`config.mk`:
```
export PLATFORM = sky130hd
export DESIGN_NAME = alu_exec_stage
export DESIGN_NICKNAME = d
export VERILOG_FILES = /design/src/rtl/alu_exec_pkg.sv /design/src/rtl/alu_shift_iter.sv /design/src/rtl/alu_exec_stage.sv
export SDC_FILE = /design/constraint.sdc
export NUM_CORES = 1
export LEC_CHECK = 0
export CAP_MARGIN = 40
export CORE_ASPECT_RATIO = 1.5
export CORE_MARGIN = 1
export CORE_UTILIZATION = 53
export CTS_BUF_LIST = sky130_fd_sc_hd__clkbuf_4 sky130_fd_sc_hd__clkbuf_8
export CTS_CLUSTER_SIZE = 20
export DETAILED_ROUTE_END_ITERATION = 10
export GPL_TIMING_DRIVEN = 0
export PLACE_DENSITY = 0.87
export SETUP_SLACK_MARGIN = 0.15
export SLEW_MARGIN = 20
export SYNTH_ARGS = -nofsm -noshare
export SYNTH_HDL_FRONTEND = slang
export SYNTH_SLANG_ARGS = --single-unit
```
`constraint.sdc`:
```
create_clock -name clk -period 1.77 [get_ports clk]
set_input_delay 0.354 -clock clk [delete_from_list [all_inputs] [get_ports clk]]
set_output_delay 0.354 -clock clk [all_outputs]
set_load 0.05 [all_outputs]
```
`src/rtl/alu_exec_pkg.sv`:
```
// rtl/alu_exec_pkg.sv - shared opcode, state and width definitions for the ALU execute stage
package alu_exec_pkg;

  localparam int ALU_OP_W   = 4;
  localparam int REG_ADDR_W = 5;

  typedef enum logic [ALU_OP_W-1:0] {
    ALU_XOR = 4'b0000,
    ALU_SLL = 4'b0001,
    ALU_ADD = 4'b0010,
    ALU_AND = 4'b0011,
    ALU_SRA = 4'b0100,
    ALU_SRL = 4'b0101,
    ALU_SUB = 4'b0110,
    ALU_OR  = 4'b1000
  } alu_op_e;

  typedef enum logic [1:0] {
    SH_IDLE  = 2'd0,
    SH_SHIFT = 2'd1,
    SH_DONE  = 2'd2
  } shift_state_e;

endpackage

```
`src/rtl/alu_shift_iter.sv`:
```
// rtl/alu_shift_iter.sv - one-bit-per-cycle shifter with start/done handshake
module alu_shift_iter
  import alu_exec_pkg::*;
#(
  parameter int XLEN = 32,
  parameter int SHW  = $clog2(XLEN)
) (
  input  logic            clk,
  input  logic            rst_n,
  input  logic            flush_i,
  input  logic            start_i,
  input  logic            left_i,
  input  logic            arith_i,
  input  logic [XLEN-1:0] data_i,
  input  logic [SHW-1:0]  shamt_i,
  output logic            busy_o,
  output logic            done_o,
  output logic [XLEN-1:0] result_o
);

  shift_state_e    state_q;
  logic [SHW-1:0]  cnt_q;
  logic [XLEN-1:0] sreg_q;
  logic            left_q;
  logic            arith_q;
  logic [XLEN-1:0] shift_one;

  // Single-bit step; right shifts fill with the sign bit only for SRA
  always_comb begin
    shift_one = '0;
    if (left_q) begin
      shift_one = {sreg_q[XLEN-2:0], 1'b0};
    end else begin
      shift_one = {arith_q & sreg_q[XLEN-1], sreg_q[XLEN-1:1]};
    end
  end

  // Control FSM plus datapath; start is only honoured when not shifting
  always_ff @(posedge clk or negedge rst_n) begin
    if (!rst_n) begin
      state_q <= SH_IDLE;
      cnt_q   <= '0;
      sreg_q  <= '0;
      left_q  <= 1'b0;
      arith_q <= 1'b0;
    end else if (flush_i) begin
      state_q <= SH_IDLE;
    end else begin
      case (state_q)
        SH_SHIFT: begin
          sreg_q <= shift_one;
          cnt_q  <= cnt_q - 1'b1;
          if (cnt_q == SHW'(1)) begin
            state_q <= SH_DONE;
          end
        end
        default: begin
          if (start_i) begin
            state_q <= SH_SHIFT;
            cnt_q   <= shamt_i;
            sreg_q  <= data_i;
            left_q  <= left_i;
            arith_q <= arith_i;
          end else begin
            state_q <= SH_IDLE;
          end
        end
      endcase
    end
  end

  // The last step's value goes straight into the output slot on the edge entering DONE
  assign busy_o   = (state_q == SH_SHIFT);
  assign done_o   = (state_q == SH_SHIFT) && (cnt_q == SHW'(1));
  assign result_o = shift_one;

endmodule

```
`src/rtl/alu_exec_stage.sv`:
```
// rtl/alu_exec_stage.sv - ALU execute stage with registered one-entry output slot (option: ALU_EXEC_ITER_SHIFT_EN)
module alu_exec_stage
  import alu_exec_pkg::*;
#(
  parameter int XLEN = 32,
  parameter int SHW  = $clog2(XLEN)
) (
  input  logic                  clk,
  input  logic                  rst_n,
  input  logic                  flush,
  input  logic                  in_valid,
  output logic                  in_ready,
  input  logic [ALU_OP_W-1:0]   alucontrol,
  input  logic [XLEN-1:0]       operand_a,
  input  logic [XLEN-1:0]       operand_b,
  input  logic [REG_ADDR_W-1:0] rd_addr,
  input  logic                  reg_write,
  input  logic                  branch,
  output logic                  out_valid,
  input  logic                  out_ready,
  output logic [XLEN-1:0]       result,
  output logic                  zero,
  output logic                  branch_taken,
  output logic [REG_ADDR_W-1:0] out_rd_addr,
  output logic                  out_reg_write
);

  logic [SHW-1:0]        shamt;
  logic [XLEN-1:0]       alu_res;
  logic                  accept;
  logic                  busy;
  logic                  start_iter;

  logic                  out_valid_q, out_valid_d;
  logic [XLEN-1:0]       result_q, result_d;
  logic [REG_ADDR_W-1:0] rd_q, rd_d;
  logic                  rw_q, rw_d;
  logic                  br_q, br_d;

  assign shamt    = operand_b[SHW-1:0];
  assign in_ready = !busy && (!out_valid_q || out_ready) && !flush;
  assign accept   = in_valid && in_ready;

  // Combinational ALU; unlisted codes fall through to zero
  always_comb begin
    alu_res = '0;
    case (alucontrol)
      ALU_XOR: alu_res = operand_a ^ operand_b;
      ALU_ADD: alu_res = operand_a + operand_b;
      ALU_AND: alu_res = operand_a & operand_b;
      ALU_SUB: alu_res = operand_a - operand_b;
      ALU_OR:  alu_res = operand_a | operand_b;
`ifdef ALU_EXEC_ITER_SHIFT_EN
      // Only reaches the slot when shamt is zero; otherwise the iterative shifter owns it
      ALU_SLL, ALU_SRL, ALU_SRA: alu_res = operand_a;
`else
      ALU_SLL: alu_res = operand_a << shamt;
      ALU_SRL: alu_res = operand_a >> shamt;
      ALU_SRA: alu_res = $unsigned($signed(operand_a) >>> shamt);
`endif
      default: alu_res = '0;
    endcase
  end

`ifdef ALU_EXEC_ITER_SHIFT_EN
  logic                  is_shift;
  logic                  iter_done;
  logic [XLEN-1:0]       iter_res;
  logic [REG_ADDR_W-1:0] pend_rd_q;
  logic                  pend_rw_q;
  logic                  pend_br_q;

  assign is_shift   = (alucontrol == ALU_SLL) || (alucontrol == ALU_SRL) || (alucontrol == ALU_SRA);
  assign start_iter = accept && is_shift && (shamt != '0);

  alu_shift_iter #(
    .XLEN (XLEN),
    .SHW  (SHW)
  ) u_shift_iter (
    .clk      (clk),
    .rst_n    (rst_n),
    .flush_i  (flush),
    .start_i  (start_iter),
    .left_i   (alucontrol == ALU_SLL),
    .arith_i  (alucontrol == ALU_SRA),
    .data_i   (operand_a),
    .shamt_i  (shamt),
    .busy_o   (busy),
    .done_o   (iter_done),
    .result_o (iter_res)
  );

  // Sideband of the operation being shifted, held until the shifter finishes
  always_ff @(posedge clk or negedge rst_n) begin
    if (!rst_n) begin
      pend_rd_q <= '0;
      pend_rw_q <= 1'b0;
      pend_br_q <= 1'b0;
    end else if (start_iter) begin
      pend_rd_q <= rd_addr;
      pend_rw_q <= reg_write;
      pend_br_q <= branch;
    end
  end
`else
  assign start_iter = 1'b0;
  assign busy       = 1'b0;
`endif

  // Slot next state: flush wins, then a fresh result, then draining
  always_comb begin
    out_valid_d = out_valid_q;
    result_d    = result_q;
    rd_d        = rd_q;
    rw_d        = rw_q;
    br_d        = br_q;
    if (flush) begin
      out_valid_d = 1'b0;
      rw_d        = 1'b0;
      br_d        = 1'b0;
    end else if (accept && !start_iter) begin
      out_valid_d = 1'b1;
      result_d    = alu_res;
      rd_d        = rd_addr;
      rw_d        = reg_write;
      br_d        = branch;
`ifdef ALU_EXEC_ITER_SHIFT_EN
    end else if (iter_done) begin
      out_valid_d = 1'b1;
      result_d    = iter_res;
      rd_d        = pend_rd_q;
      rw_d        = pend_rw_q;
      br_d        = pend_br_q;
`endif
    end else if (out_valid_q && out_ready) begin
      out_valid_d = 1'b0;
    end
  end

  // Output slot registers
  always_ff @(posedge clk or negedge rst_n) begin
    if (!rst_n) begin
      out_valid_q <= 1'b0;
      result_q    <= '0;
      rd_q        <= '0;
      rw_q        <= 1'b0;
      br_q        <= 1'b0;
    end else begin
      out_valid_q <= out_valid_d;
      result_q    <= result_d;
      rd_q        <= rd_d;
      rw_q        <= rw_d;
      br_q        <= br_d;
    end
  end

  assign out_valid     = out_valid_q;
  assign result        = result_q;
  assign zero          = (result_q == '0);
  assign branch_taken  = br_q && zero;
  assign out_rd_addr   = rd_q;
  assign out_reg_write = rw_q;

endmodule

```
==> impl_metrics.yaml, run 1 <==
synthesis:
  ys_seq_area_share_pct: 10.6
  ys_seq_elements: 40
  syn-cell-area_sq_mm: 0.00948
  async_reset_ff_share_pct: 100
  yosys.cell_types.count: 94
  synth_ff_type: "dfrtp_1"
  synth_edf_count: 0
  syn_nets: 1433
  postSynthCellCount: 1255
  ys.warnings.count: 0
  synth.avg_cell_area_sq_um: 7.55
clock_network:
  clock_path_buffers: 2
  cts_made_buffers: 5
  clock_sinks: 40
  cts_max_level: 2
  cts_root_buf: "clkbuf_8"
placed_design:
  gp_congestion: 1.16
  dpl_worst_slack_ps: -3640
  dp_cells: 1590
  io_buffers: 120
  hpwl_microns: 37700
floorplanning:
  die_w_microns: 111
  start_util_pct: 54.4
  pin_count: 122
  core.rowCount: 59
  die_h_microns: 166
grt:
  overflow: 8
  grtUsageTotal_pct: 65.3
  grt_max_degree: 35
sta:
  worstEndpointType: "register input"
  worst_endpoint: "result[31]$_DFFE_PN0P_/D"
outcome:
  outcome: "stopped before the end"
  firstError: "[ERROR GRT-0232] Routing congestion too high. Check the congestion heatmap in the GUI."
  outcome.stop_stage: "global routing (5_1_grt)"
timing repair:
item	in CTS
cloned	1
hold buffers	1
buffers inserted	83
setup endpoints to repair	74
hold endpoints to repair	6
pin swaps	105
gates resized for setup	363
synthesized netlist by cell type (18+ instances only):
| cell | count | area share, % |
|---|---|---|
| nor2_1 | 136 | 5.4 |
| nand2_1 | 130 | 5.1 |
| a21oi_1 | 104 | 5.5 |
| ha_1 | 97 | 13 |
| inv_1 | 74 | 2.9 |
| o21ai_0 | 69 | 3.6 |
| clkbuf_1 | 55 | 2.2 |
| mux2i_1 | 46 | 4.9 |
| xnor2_1 | 43 | 4.0 |
| dfrtp_1 | 40 | 11 |
| mux4_2 | 38 | 9.0 |
| a221oi_1 | 27 | 2.5 |
| o211ai_1 | 25 | 2.0 |
| buf_2 | 23 | 1.2 |
| o21ai_1 | 23 | 1.2 |
| a211oi_1 | 19 | 1.5 |
| nor3_1 | 18 | 0.95 |
metrics by stage:
| stage | util [%] | instance area (sq um) | TNS (ps) | hold WS [ps] |
|---|---|---|---|---|
| after floorplan | - | 9890 | -42130 | 58.4 |
| after detailed placement | 65.3 | 11400 | -93300 | 203 |
| after CTS | 73.7 | 12800 | -47880 | 411 |
| after global placement | 65.2 | 11400 | -115480 | 451 |
metal layers:
| metal | GRT overflow | GRT usage, % |
|---|---|---|
| met5 | 0 | 2.67 |
| met2 | 3 | 90.8 |
| met4 | 5 | 71.6 |
| met1 | 0 | 66.1 |
| met3 | 0 | 34.3 |
cell families after synthesis:
group,count (synthesis),share of synthesized area [%]
AOI/OAI and AO/OA,405,28.9
xor gates and xnor gates,55,5.08
adders and majority gates,98,13.0
buffers and inverters,168,7.55
DFF,40,10.6
muxes,97,15.5
and+or+nand+nor,392,19.4
==> run 2, diff against run 1 <==
- CORE_ASPECT_RATIO: 1.5 -> not set
- CORE_UTILIZATION: 53 -> 40
- CTS_BUF_LIST: sky130_fd_sc_hd__clkbuf_4 sky130_fd_sc_hd__clkbuf_8 -> not set
- CTS_CLUSTER_SIZE: 20 -> not set
- PLACE_DENSITY: 0.87 -> not set
- PLACE_DENSITY_LB_ADDON: not set -> 0.15
- SETUP_SLACK_MARGIN: 0.15 -> not set
- clock period: 1.77 -> 2.3 ns (I/O delays scaled with it)
==> run 2 against run 1 <==
The flow now finishes, with violations (negative setup slack). Area after synthesis did not move. Synthesized cell count did not move.
==> impl_metrics.yaml, run 2 <==
outcome:
  outcome: "complete, but fails checks"
  violations: "negative setup slack"
floorplanning:
  core.rowCount: 55
  die_h_microns: 156
  dieArea_sq_mm: 0.0243
  die_w_microns: 156
  pin_count: 122
  start_util_pct: 41.4
  core_area_sq_mm: 0.0229
synthesis:
  synthTopCellsByArea: "ha_1 (13%), dfrtp_1 (11%), mux4_2 (9.0%)"
  postSynthCellCount: 1255
  syn_nets: 1433
  synth_top_area_share_pct: 12.8
  ys_seq_area_share_pct: 10.6
  yosys.area.top_type: "ha_1"
  async_reset_ff_share_pct: 100
  yosys.cell_types.count: 94
  synthTopCellsByCount: "nor2_1 (136), nand2_1 (130), a21oi_1 (104)"
  syn-cell-area_sq_mm: 0.00948
  yosysMostFrequentCell: "nor2_1"
  ys.warnings.count: 0
  synth_edf_count: 0
  synth.avg_cell_area_sq_um: 7.55
  ys_seq_elements: 40
  synth_ff_type: "dfrtp_1"
placed_design:
  dp_cells: 1692
  gp_congestion: 1.11
  dpl_cell_area_sq_mm: 0.0115
  io_buffers: 120
  dpl_worst_slack_ps: -3280
  hpwl_microns: 39300
grt:
  grt_max_degree: 30
  grt_pass1_vias: 11207
  antenna_found_initial: 0
  grtUsageTotal_pct: 41.9
  overflow: 0
  grt_pass1_wl_microns: 74500
worst_setup_path:
  r2r_start: "out_valid$_DFFE_PN0P_"
  end_kind: "flip-flop"
  path_depth: 19
  cp_num_buf_inv: 3
  cp_slowest_cell: "or4b_4"
  rr_worst_depth: 9
  reg2reg_slack_ps: -370
  crit_chain: "buf_8 -> or3_4 -> nor4_4 -> buf_4 -> nand3_4 -> nor2b_4 -> nand2_4 -> nor3_4 -> a41oi_2 -> xnor2_2 -> ha_4 -> and3_4 -> nand4_1 -> buf_6 -> or4b_4 -> o211ai_1 -> o221ai_1 -> xnor2_1 -> o21ai_1"
  critPathArrivalTime_ps: 4180
  reg2reg_to: "result[17]$_DFFE_PN0P_"
  crit_family: "simple AND/OR/NAND/NOR gates"
  path_max_fanout: 4
  start_kind: "input port"
  critPathRequiredTime_ps: 2460
  crit_path_max_incr_delay_ps: 500
  crit_type: "in -> reg"
final_layout:
  num-fill-cells: 2131
  fin_cells: 1787
  layout_common_cells: "nor2_1 (124), nand2_1 (119), ha_1 (89)"
  final_area_sq_mm: 0.0134
  nets: 1651
  n_antenna_cell: 0
  syn2layout_area_growth_pct: 41.7
  largest_reg_flops: 32
  layout_commonest_cell: "nor2_1"
  drive_above_1_share_pct: 27.1
min_path:
  hold_class: "in -> async"
sta:
  worst_slack_ps: -1720
  relSlewSlack_pct: 40.7
  drv_slew: 0
  hold_viol_final: 0
  period_minus_slack_ps: 4020
  skew_ps: 10.2
  fmaxAchievable_mhz: 249
  final.setup.tns_ps: -38460
  rsz0062_at_grt: "true"
  finalSetupViolations: 32
  holdWs_ps: 47.0
  fin_crit_sh_pct: 175
  worst_slew_pin_slew_ps: 886
route:
  vias: 11936
  first_pass_iters: 6
  wl_met3_microns: 5790
  drtAntennaViolNets: 0
  wl_met1_microns: 21200
  post_drt_wl_per_cell_microns: 28.8
  wl_met2_microns: 21700
  vias_per_cell: 6.68
  route.detailed.drc: 0
  finalWirelength_microns: 51400
  top_layer: "met4"
  drt_iter0_drc: 1566
clock_network:
  path_clk_slew_ps: 60
  clock_sinks: 40
  cts_max_level: 2
  tritoncts: "yes"
  cts_root_buf: "clkbuf_16"
  cts_made_buffers: 5
  clk_latency_ps: 290
  clock_path_buffers: 2
power:
  powerDensity_mw_per_mm2: 398
  leakagePower_uw: 0.00581
  peakVddDrop_mv: 0.468
job:
  drv_cap: 0
run 2: cell counts after synthesis:
Identical to the previous run, type by type.
run 2: cells by family after synthesis:
| family | share of synthesized area, % |
|---|---|
| AND/OR/NAND/NOR | 19.4 |
| adder cells (fa/ha/maj) | 13.0 |
| flip-flops | 10.6 |
| AO/OA/AOI/OAI | 28.9 |
| multiplexers | 15.5 |
| XOR/XNOR | 5.08 |
| buffers and inverters | 7.55 |
run 2: worst reg2reg max path: stages (launching register included):
cell and delay (ps):
dfrtp_1 370, nor2b_1 150, nor2_2 110, and2_1 130, buf_2 220, o21ai_2 220
nor2_1 680, clkbuf_1 490, a22oi_1 130, o21ai_1 110
run 2: timing repair:
item,4_1_cts,5_1_grt
hold buffers,0,0
setup endpoints to repair,36,36
endpoints found under the hold margin,0,0
gates resized for setup,255,135
setup buffers,56,37
pin swaps,56,69
run 2: worst max path at each step:
stage,start,endpoint
global route,operand_b[6],result[31]$_DFFE_PN0P_
detailed placement,operand_b[0],result[31]$_DFFE_PN0P_
finish,operand_b[6],result[31]$_DFFE_PN0P_
floorplan,operand_b[6],result[31]$_DFFE_PN0P_
CTS,operand_b[1],result[31]$_DFFE_PN0P_
global placement,operand_b[3],result[27]$_DFFE_PN0P_
run 2: routing by layer:
metal	vias up	track usage (%)
met4	0	19.6
met2	793	61.0
met1	5849	58.0
met5	-	0
li1	5131	-
met3	163	9.94
run 2: stage by stage:
| stage | utilization [%] | power, uW |
|---|---|---|
| final | 58.6 | 5350 |
| after global routing | 58.6 | 5590 |
| after CTS | 55.1 | 4920 |
| after detailed placement | 50.0 | 3920 |
| after global placement | 49.8 | 3910 |
| after floorplan | - | 2810 |
run 2: layout make-up:
class | count | area, sq um | area share [%]
Sequential cell | 40 | 1000 | 7.45
Clock buffer | 7 | 143 | 1.06
Buffer | 88 | 811 | 6.04
Clock inverter | 1 | 7.51 | 0.0559
Tap cell | 313 | 392 | 2.92
Multi-Input combinational cell | 1047 | 8760 | 65.3
Timing Repair Buffer | 215 | 2010 | 15.0
Inverter | 76 | 299 | 2.23
run 2: power by group:
group	total (uW)	switching, uW	internal, uW	leakage (uW)
clock network	719	287	432	0.0000701
registers	886	93.5	792	0.000532
logic	3750	2230	1520	0.00520
Note: power is estimated with default switching activity, not from simulation.
==> run 3, diff against run 2 <==
- SKIP_LAST_GASP: not set -> 1
==> run 3 against run 2 <==
Wire length grew 0.20%. Die area is the same. Clock power shrank 1%. Final area shrank 0.26%. Core utilization shrank 0.15 points. First-iteration DRC count shrank 0.70%. Largest cell class unchanged. Non-clock buffer count grew 12. The run still ends with negative setup slack left. Global-route usage shrank 0.15 points. Fmax shrank 0.22%.
==> impl_metrics.yaml, run 3 (synthesis results as in run 2) <==
grt:
  grt_max_degree: 30
  grtUsageTotal_pct: 41.8
  grt_pass1_wl_microns: 74400
  overflow: 0
  antenna_found_initial: 0
  grt_pass1_vias: 11192
clock_network:
  clock_path_buffers: 2
  clk_latency_ps: 290
  cts_root_buf: "clkbuf_16"
  clock_sinks: 40
  cts_made_buffers: 5
  tritoncts: "yes"
  path_clk_slew_ps: 60
  cts_max_level: 2
  cts_hold_buf: 0
worst_setup_path:
  reg2reg_to: "result[26]$_DFFE_PN0P_"
  r2r_start: "out_valid$_DFFE_PN0P_"
  crit_type: "in -> reg"
  path_max_fanout: 6
  rr_worst_depth: 9
  reg2reg_slack_ps: -270
  start_kind: "input port"
  end_kind: "flip-flop"
  critPathRequiredTime_ps: 2460
  critPathArrivalTime_ps: 4190
sta:
  finalSetupViolations: 32
  worst_slew_pin_slew_ps: 836
  fmaxAchievable_mhz: 248
  hold_viol_final: 0
  relSlewSlack_pct: 42.7
  drv_slew: 0
  holdWs_ps: 49.1
  period_minus_slack_ps: 4030
  worst_slack_ps: -1730
  rsz0062_at_grt: "true"
  skew_ps: 9.39
  fin_crit_sh_pct: 175
floorplanning:
  core_area_sq_mm: 0.0229
  core.rowCount: 55
  die_h_microns: 156
  start_util_pct: 41.4
  dieArea_sq_mm: 0.0243
  pin_count: 122
  die_w_microns: 156
route:
  post_drt_wl_per_cell_microns: 28.7
  route.detailed.drc: 0
  vias: 12021
  finalWirelength_microns: 51500
  first_pass_iters: 6
  vias_per_cell: 6.68
  drtAntennaViolNets: 0
  drt_iter0_drc: 1555
final_layout:
  n_antenna_cell: 0
  final_area_sq_mm: 0.0134
  layout_common_cells: "nor2_1 (125), nand2_1 (122), buf_4 (96)"
  utilization_pct: 58.4
  largest_reg_flops: 32
  layout_commonest_cell: "nor2_1"
  fin_cells: 1799
  nets: 1663
  syn2layout_area_growth_pct: 41.3
  drive_above_1_share_pct: 26.7
outcome:
  outcome: "complete, but fails checks"
  violations: "negative setup slack"
placed_design:
  io_buffers: 120
  gp_congestion: 1.11
  dpl_cell_area_sq_mm: 0.0115
  dpl_worst_slack_ps: -3280
  hpwl_microns: 39300
  dp_cells: 1692
min_path:
  hold_class: "in -> async"
job:
  drv_cap: 0
power:
  powerDensity_mw_per_mm2: 393
  leakagePower_uw: 0.00584
  peakVddDrop_mv: 0.459
## run 3: changes by cell type in the layout (fill, tap and decap cells not counted), moves of 4 or more
cell	change
buf_6	-13
clkbuf_2	+4
o21ai_2	-5
buf_4	+24
## run 3: what timing repair did
| action | in CTS | in global routing |
|---|---|---|
| resized for setup | 242 | 119 |
| gates cloned | 0 | 1 |
| pin swaps | 55 | 71 |
| endpoints found under the setup margin | 36 | 36 |
| buffers inserted | 56 | 48 |
## run 3: stage by stage
stage | power [uW] | TNS (ps)
finish | 5270 | -38180
global route | 5510 | -40530
CTS | 4900 | -37020
detailed placement | 3920 | -83380
global placement | 3910 | -92910
floorplan | 2810 | -28500
## run 3: how the worst max path moves through the flow
stage | startpoint | to | depth (start not counted)
floorplan | operand_b[6] | result[31]$_DFFE_PN0P_ | 16
global placement | operand_b[3] | result[27]$_DFFE_PN0P_ | 14
detailed placement | operand_b[0] | result[31]$_DFFE_PN0P_ | 18
CTS | operand_b[1] | result[31]$_DFFE_PN0P_ | 18
global route | operand_b[5] | result[31]$_DFFE_PN0P_ | 19
finish | operand_b[5] | result[31]$_DFFE_PN0P_ | 19
## run 3: final cells by class
type / count / area, sq um
fillers: 2180 / 9520
multi-input cells: 1047 / 8670
repair buffers: 228 / 2110
flip-flops and latches: 40 / 1000
plain buffers: 87 / 771
well taps: 313 / 392
inverters: 76 / 302
clock buffers: 7 / 143
clock inverters: 1 / 7.51
## run 3: critical path, cell delays in order
cell,delay [ps]
buf_4,140
or3_4,350
nor4_4,260
buf_4,170
nand3_4,80
nor2b_4,160
nand2_4,90
nor3_4,280
a41oi_2,190
xnor2_2,200
ha_4,290
and3_4,180
nand4_1,110
buf_6,160
or4b_4,500
o211ai_1,120
o221ai_1,150
xnor2_1,190
o21ai_1,80
## run 3: power by group
group          switching (uW)  leakage [uW]  internal (uW)
clock                     280     0.0000701            432
combinational            2200       0.00524           1470
sequential               93.6      0.000532            792
total                    2570       0.00584           2700
## run 3: routing by layer
metal	vias to the layer above	wire length, microns	GRT usage, %
li1	5156	-	-
met1	5822	21000	57.9
met2	844	21300	60.8
met3	199	6190	9.78
met4	0	3010	19.6
met5	-	0	0
